<file path="config.mk">
export PLATFORM = sky130hd
export DESIGN_NAME = moore_detector
export DESIGN_NICKNAME = d
export VERILOG_FILES = /design/src/rtl/moore_detector.sv
export SDC_FILE = /design/constraint.sdc
export NUM_CORES = 1
export LEC_CHECK = 0
export CAP_MARGIN = 30
export CELL_PAD_IN_SITES_DETAIL_PLACEMENT = 1
export CELL_PAD_IN_SITES_GLOBAL_PLACEMENT = 1
export CORE_AREA = 2 2 39 41
export DETAILED_ROUTE_END_ITERATION = 8
export DIE_AREA = 0 0 41 43
export DONT_BUFFER_PORTS = 1
export PLACE_DENSITY = 0.33
export SETUP_SLACK_MARGIN = 0.3
export SKIP_CTS_REPAIR_TIMING = 1
export SLEW_MARGIN = 20
export SYNTH_ARGS = -nofsm -noshare
export SYNTH_HDL_FRONTEND = slang
export SYNTH_SLANG_ARGS = --single-unit
</file>
<file path="constraint.sdc">
create_clock -name Clock -period 1.8 [get_ports Clock]
set_clock_uncertainty 0.1 [all_clocks]
set_input_delay 0.18 -clock Clock [delete_from_list [all_inputs] [get_ports Clock]]
set_output_delay 0.18 -clock Clock [all_outputs]
set_load 0.03 [all_outputs]
</file>
<file path="src/rtl/moore_detector.sv">
// moore_detector: overlapping serial bit-pattern detector, Moore FSM with KMP-style fallback
module moore_detector #(
    parameter int                     PATTERN_LEN = 4,
    parameter logic [PATTERN_LEN-1:0] PATTERN     = 4'b1011,
    parameter int                     STATE_W     = $clog2(PATTERN_LEN + 1)
) (
    input  logic Clock,
    input  logic Reset,
    input  logic Din,
    output logic Y
);
    localparam logic [STATE_W-1:0] S0   = '0;
    localparam logic [STATE_W-1:0] SDET = STATE_W'(PATTERN_LEN);

    // Longest suffix of P[0..k-1],b that is also a prefix of P; P[0] is the PATTERN MSB
    function automatic logic [STATE_W-1:0] next_k(input int k, input logic b);
        logic [STATE_W-1:0]   r;
        logic [PATTERN_LEN-1:0] t;
        logic                 ok;
        logic                 sj;
        int                   j;
        r = S0;
        for (int l = 1; l <= PATTERN_LEN; l++) begin
            ok = (l <= k + 1);
            for (int i = 0; i < l; i++) begin
                j  = k + 1 - l + i;
                t  = PATTERN >> (PATTERN_LEN - 1 - j);
                sj = (j == k) ? b : t[0];
                t  = PATTERN >> (PATTERN_LEN - 1 - i);
                if (sj != t[0]) ok = 1'b0;
            end
            if (ok) r = STATE_W'(l);
        end
        return r;
    endfunction

    logic [STATE_W-1:0] state;
    logic [STATE_W-1:0] state_next;
    logic [STATE_W-1:0] nxt0 [2**STATE_W];
    logic [STATE_W-1:0] nxt1 [2**STATE_W];

    for (genvar k = 0; k < 2**STATE_W; k++) begin : g_tbl
        assign nxt0[k] = (k <= PATTERN_LEN) ? next_k(k, 1'b0) : S0;
        assign nxt1[k] = (k <= PATTERN_LEN) ? next_k(k, 1'b1) : S0;
    end

    // Transition lookup from the elaboration-time table
    always_comb begin
        state_next = Din ? nxt1[state] : nxt0[state];
    end

    // State register; reset wins over any Din value
    always_ff @(posedge Clock) begin
        if (Reset) state <= S0;
        else       state <= state_next;
    end

    assign Y = (state == SDET);
endmodule

</file>
==> impl_metrics.tcl <==
set metrics [dict create \
    status "finished clean" \
    synth-edff-count 0 \
    clk_pin_slew_worst_paths_ns 0.04 \
    worstSetupPathType "reg2out" \
    largest_register "state" \
    avgSynthCellArea_um2 10.2 \
    die-area_mm2 0.00176 \
    vias 123 \
    wl_per_cell_um 8.20 \
    finalSetupTns_ns 0 \
    reg2regPathDepth 2 \
    maxSlewViolCount 0 \
    multiInputGateArea_um2 72.6 \
    end_kind "output pin" \
    yosys.area_share.xor_xnor 0 \
    firstDrtPassIters 3 \
    clock-sinks 3 \
    ys_ff_latch 3 \
    rsz0062_at_grt "false" \
    h-tree-depth 1 \
    ys_warn_count 0 \
    synthArstFlopShare 0 \
    regArea_um2 60.1 \
    coreArea_mm2 0.00138 \
    antenna_found_initial 0 \
    fp.dieH_um 43 \
    hold_viol 0 \
    yosysMostFrequentCell "dfxtp_1" \
    ys.flop_type "dfxtp_1" \
    rows 14 \
    gp_congestion 0.545 \
    wirelength_um 287 \
    mostFrequentLayoutCells "3 x clkbuf_4, 3 x dfxtp_1" \
    yosys.area.top_type "dfxtp_1" \
    io_pins 4 \
    fin_crit_ns 1.30 \
    grt_pass1_vias 131 \
    syn-num-nets 16 \
    viasPerCell 3.51 \
    final_antenna_net_count 0 \
    yosys.cell_types.count 11 \
    syn_inst 13 \
    final_area_um2 196 \
    leakage_nw 0.0666 \
    final_nets 23 \
    setup_viol 0 \
    vdd_drop_max_v 0.000177 \
    diodes 0 \
    fill_cells 166 \
    drc 0 \
    port_buffers 0 \
    drive_above_1_share 0.211 \
    crit_fanout 6 \
    placed_area_um2 160 \
    synth_fa_ha_area_frac 0.0755 \
    cts_buffer_depth 2 \
    clockRootBuffer "clkbuf_4" \
    grt_max_degree 7 \
    synth.area.top_cells "dfxtp_1 45%, or4bb_1 8.5%, maj3_1 7.5%" \
    yosysTopAreaCellShare 0.453 \
    holdPathStages 2 \
    post-route-period-util 0.725 \
    synthMuxAreaShare 0 \
    synth_compound_area_frac 0.0472 \
    cts_inserted_buffers 3 \
    drv_cap 0 \
    drtIter0Drc 5 \
    worst_slew_pin_slew_ns 0.173 \
    fmax_mhz 766 \
    top_regs "state (3)" \
    cp-start-kind "flop" \
    seq_area_frac_synth 0.453 \
    synth_top_family_by_area "simple AND/OR/NAND/NOR gates" \
    clock_latency_ns 0.24 \
    area.growth.synth_to_final_pct 48.1 \
    largest_reg_flops 3 \
    grt_pass1_wl_um 503 \
    slew_headroom 0.884 \
    start_util 0.0958 \
    hold_path_class "in2reg" \
    cp.arrival_ns 1.02 \
    die_w_um 41 \
    gr-usage-all-layers 0.0483 \
    cts_tree "built" \
    power_density_mw_per_mm2 1030 \
    synth_simple_gate_area_frac 0.425 \
    cp.required_ns 1.52 \
    grt_overflow 0 \
    syn_area_um2 133 \
]
==> stage by stage <==
step	setup WS (ns)	cells	power (mW)	hold WS (ns)	util
floorplan	0.408	13	0.0763	0.149	-
global placement	0.583	30	0.0778	0.156	0.116
detailed placement	0.596	30	0.0777	0.155	0.116
CTS	0.483	34	0.204	-0.0952	0.135
global route	0.426	35	0.213	0.0359	0.142
finish	0.495	35	0.201	0.0110	0.142
==> routing by layer <==
metal / track usage / wire length, µm
met4: 0.0800 / 27
met3: 0.0157 / 1
met5: 0 / 0
met2: 0.0625 / 168
met1: 0.0421 / 90
==> path summary, 6_finish.rpt <==
path / start / endpoint / slack (ns)
worst min register to register: state[0] / state[2] / 0.40
worst max register to register: state[1] / state[1] / 0.58
worst min-delay path: Din / state[0] / 0.01
worst max-delay path: state[2] / Y / 0.50
==> report_power, final <==
part,switching (mW),internal [mW]
Sequential,0.00266,0.0691
Clock,0.0398,0.0834
Combinational,0.00206,0.00445
Total,0.0445,0.157
==> layout make-up <==
type / count / share of cell area
clock buffers: 4 / 0.134
multi-input cells: 10 / 0.369
flip-flops and latches: 3 / 0.306
well taps: 16 / 0.102
repair buffers: 2 / 0.0892
==> kinds of logic after synthesis <==
kind of cell / count (synthesis)
AND/OR/NAND/NOR: 8
AO/OA/AOI/OAI: 1
flip-flops: 3
adder cells (fa/ha/maj): 1
==> worst max-delay path, stage by stage (launching register included) <==
cell     delay [ns]
dfxtp_1        0.38
nor3b_1        0.21
buf_4          0.19
Power figures use the tool's default switching activity.
==> patch, RTL diff (same flow settings) <==
Make the reset (`Reset`) asynchronous in one clocked block.
--- a/src/rtl/moore_detector.sv
+++ b/src/rtl/moore_detector.sv
@@ -50,7 +50,7 @@
     end
 
     // State register; reset wins over any Din value
-    always_ff @(posedge Clock) begin
+    always_ff @(posedge Clock or posedge Reset) begin
         if (Reset) state <= S0;
         else       state <= state_next;
     end
Behaviour: differs if Reset is asserted again (counterexample within 10 cycles, from zero or initial values and one cycle with Reset high); with Reset held inactive, the same outputs for 10 cycles.
==> patch against the unedited design <==
- cell count unchanged
- critical path depth stayed put
- worst setup slack worse by 0.051 ns
- area after synthesis increased by 8.5%
- via count down 9.8%
- fmax down 3.7%
- cell area up 5.7%
- sequential cell count stayed put
- routed wire length is 4.9% higher
- non-clock buffer count is the same
- critical path type unchanged
Power is not compared: it rests on default switching activity, and its combinational part moved more than twofold at a synthesized area within 25%.
==> patch: results (changes against the unedited design) <==
Wire length on met2 - 118 microns (was 168 microns)
Initial antenna violation count - 0 (unchanged)
Worst R2R Setup Slack - 0.69 ns (was 0.58 ns)
Nets - 23 (unchanged)
Critical Path Fanout Max - 5 (was 6)
Vias in the first global route - 126 (was 131)
Tightest Pin Transition - 0.247 ns (was 0.173 ns)
WL/cell - 8.60 microns (was 8.20 microns)
CP max-delay cell - dfrtp_1 (was dfxtp_1)
End of the worst hold path - state[0]$_DFF_PP0_ (was state[0]$_SDFF_PP0_)
Routability cong. - 0.568 (was 0.545)
Layout fillers - 162 (was 166)
First-pass GRT wire length - 510 microns (was 503 microns)
Top cells by area, synth - dfrtp_1, nor3b_2, maj3_1 (was dfxtp_1, or4bb_1, maj3_1)
Netlist cell types - 10 (was 11)
Hold_ws - 0.00872 ns (was 0.0110 ns)
Final WL - 301 microns (was 287 microns)
Outcome - finished, final reports clean (unchanged)
RR Startpoint - state[2]$_DFF_PP0_ (was state[1]$_SDFF_PP0_)
M1 WL - 152 microns (was 90 microns)
Pre-CTS setup slack - 0.683 ns (was 0.596 ns)
Worst setup startpoint - state[0]$_DFF_PP0_ (was state[2]$_SDFF_PP0_)
Fraction of layout cells with a size suffix above 1 - 26.3% (was 21.1%)
Reg-to-reg endpoint - state[1]$_DFF_PP0_ (was state[1]$_SDFF_PP0_)
Register area share after synthesis - 52.2% (was 45.3%)
Grt met3 use - 4.71% (was 1.57%)
First DRT Iteration DRCs - 3 (was 5)
Critical path's largest stage delay - 0.41 ns (was 0.38 ns)
Fin crit share - 75.3% (was 72.5%)
Wire length on met3 - 30 microns (was 1 microns)
Async SR Flop Fraction - 100% (was 0%)
Grt met2 use - 4.38% (was 6.25%)
Top Layer Used - met3 (was met4)
Worst Path Arrival - 1.08 ns (was 1.02 ns)
DR vias/cell - 3.17 (was 3.51)
Pin count of the biggest net entering global routing - 6 (was 7)
Gr usage total - 5.33% (was 4.83%)
1st-pass router iterations - 2 (was 3)
Clock transition at path regs - 0.04 ns (about the same)
## patch: power breakdown
group	total [mW]	leakage, nW	switching, mW	internal, mW
combinational	0.0183	0.0434	0.00805	0.0102
clock	0.121	0.0150	0.0375	0.0833
sequential	0.0809	0.0386	0.00721	0.0736
total	0.220	0.0969	0.0528	0.167
## patch: logic make-up (layout without fill, tap and decap cells)
family                   Yosys count  in the layout  share of synthesized area [%]
adder cells (fa/ha/maj)            1              1                           6.96
flip-flops                         3              3                           52.2
buffers and inverters              2              8                           5.22
AO/OA/AOI/OAI                      1              1                           6.09
AND/OR/NAND/NOR                    6              6                           29.6
## patch: final cells by class
| type | instances | area, sq um | share of cell area (%) |
|---|---|---|---|
| inverters | 2 | 7.51 | 3.61 |
| multi-input cells | 8 | 61.3 | 29.5 |
| clock buffers | 4 | 26.3 | 12.7 |
| well taps | 16 | 20.0 | 9.64 |
| repair buffers | 2 | 17.5 | 8.43 |
| flip-flops and latches | 3 | 75.1 | 36.1 |
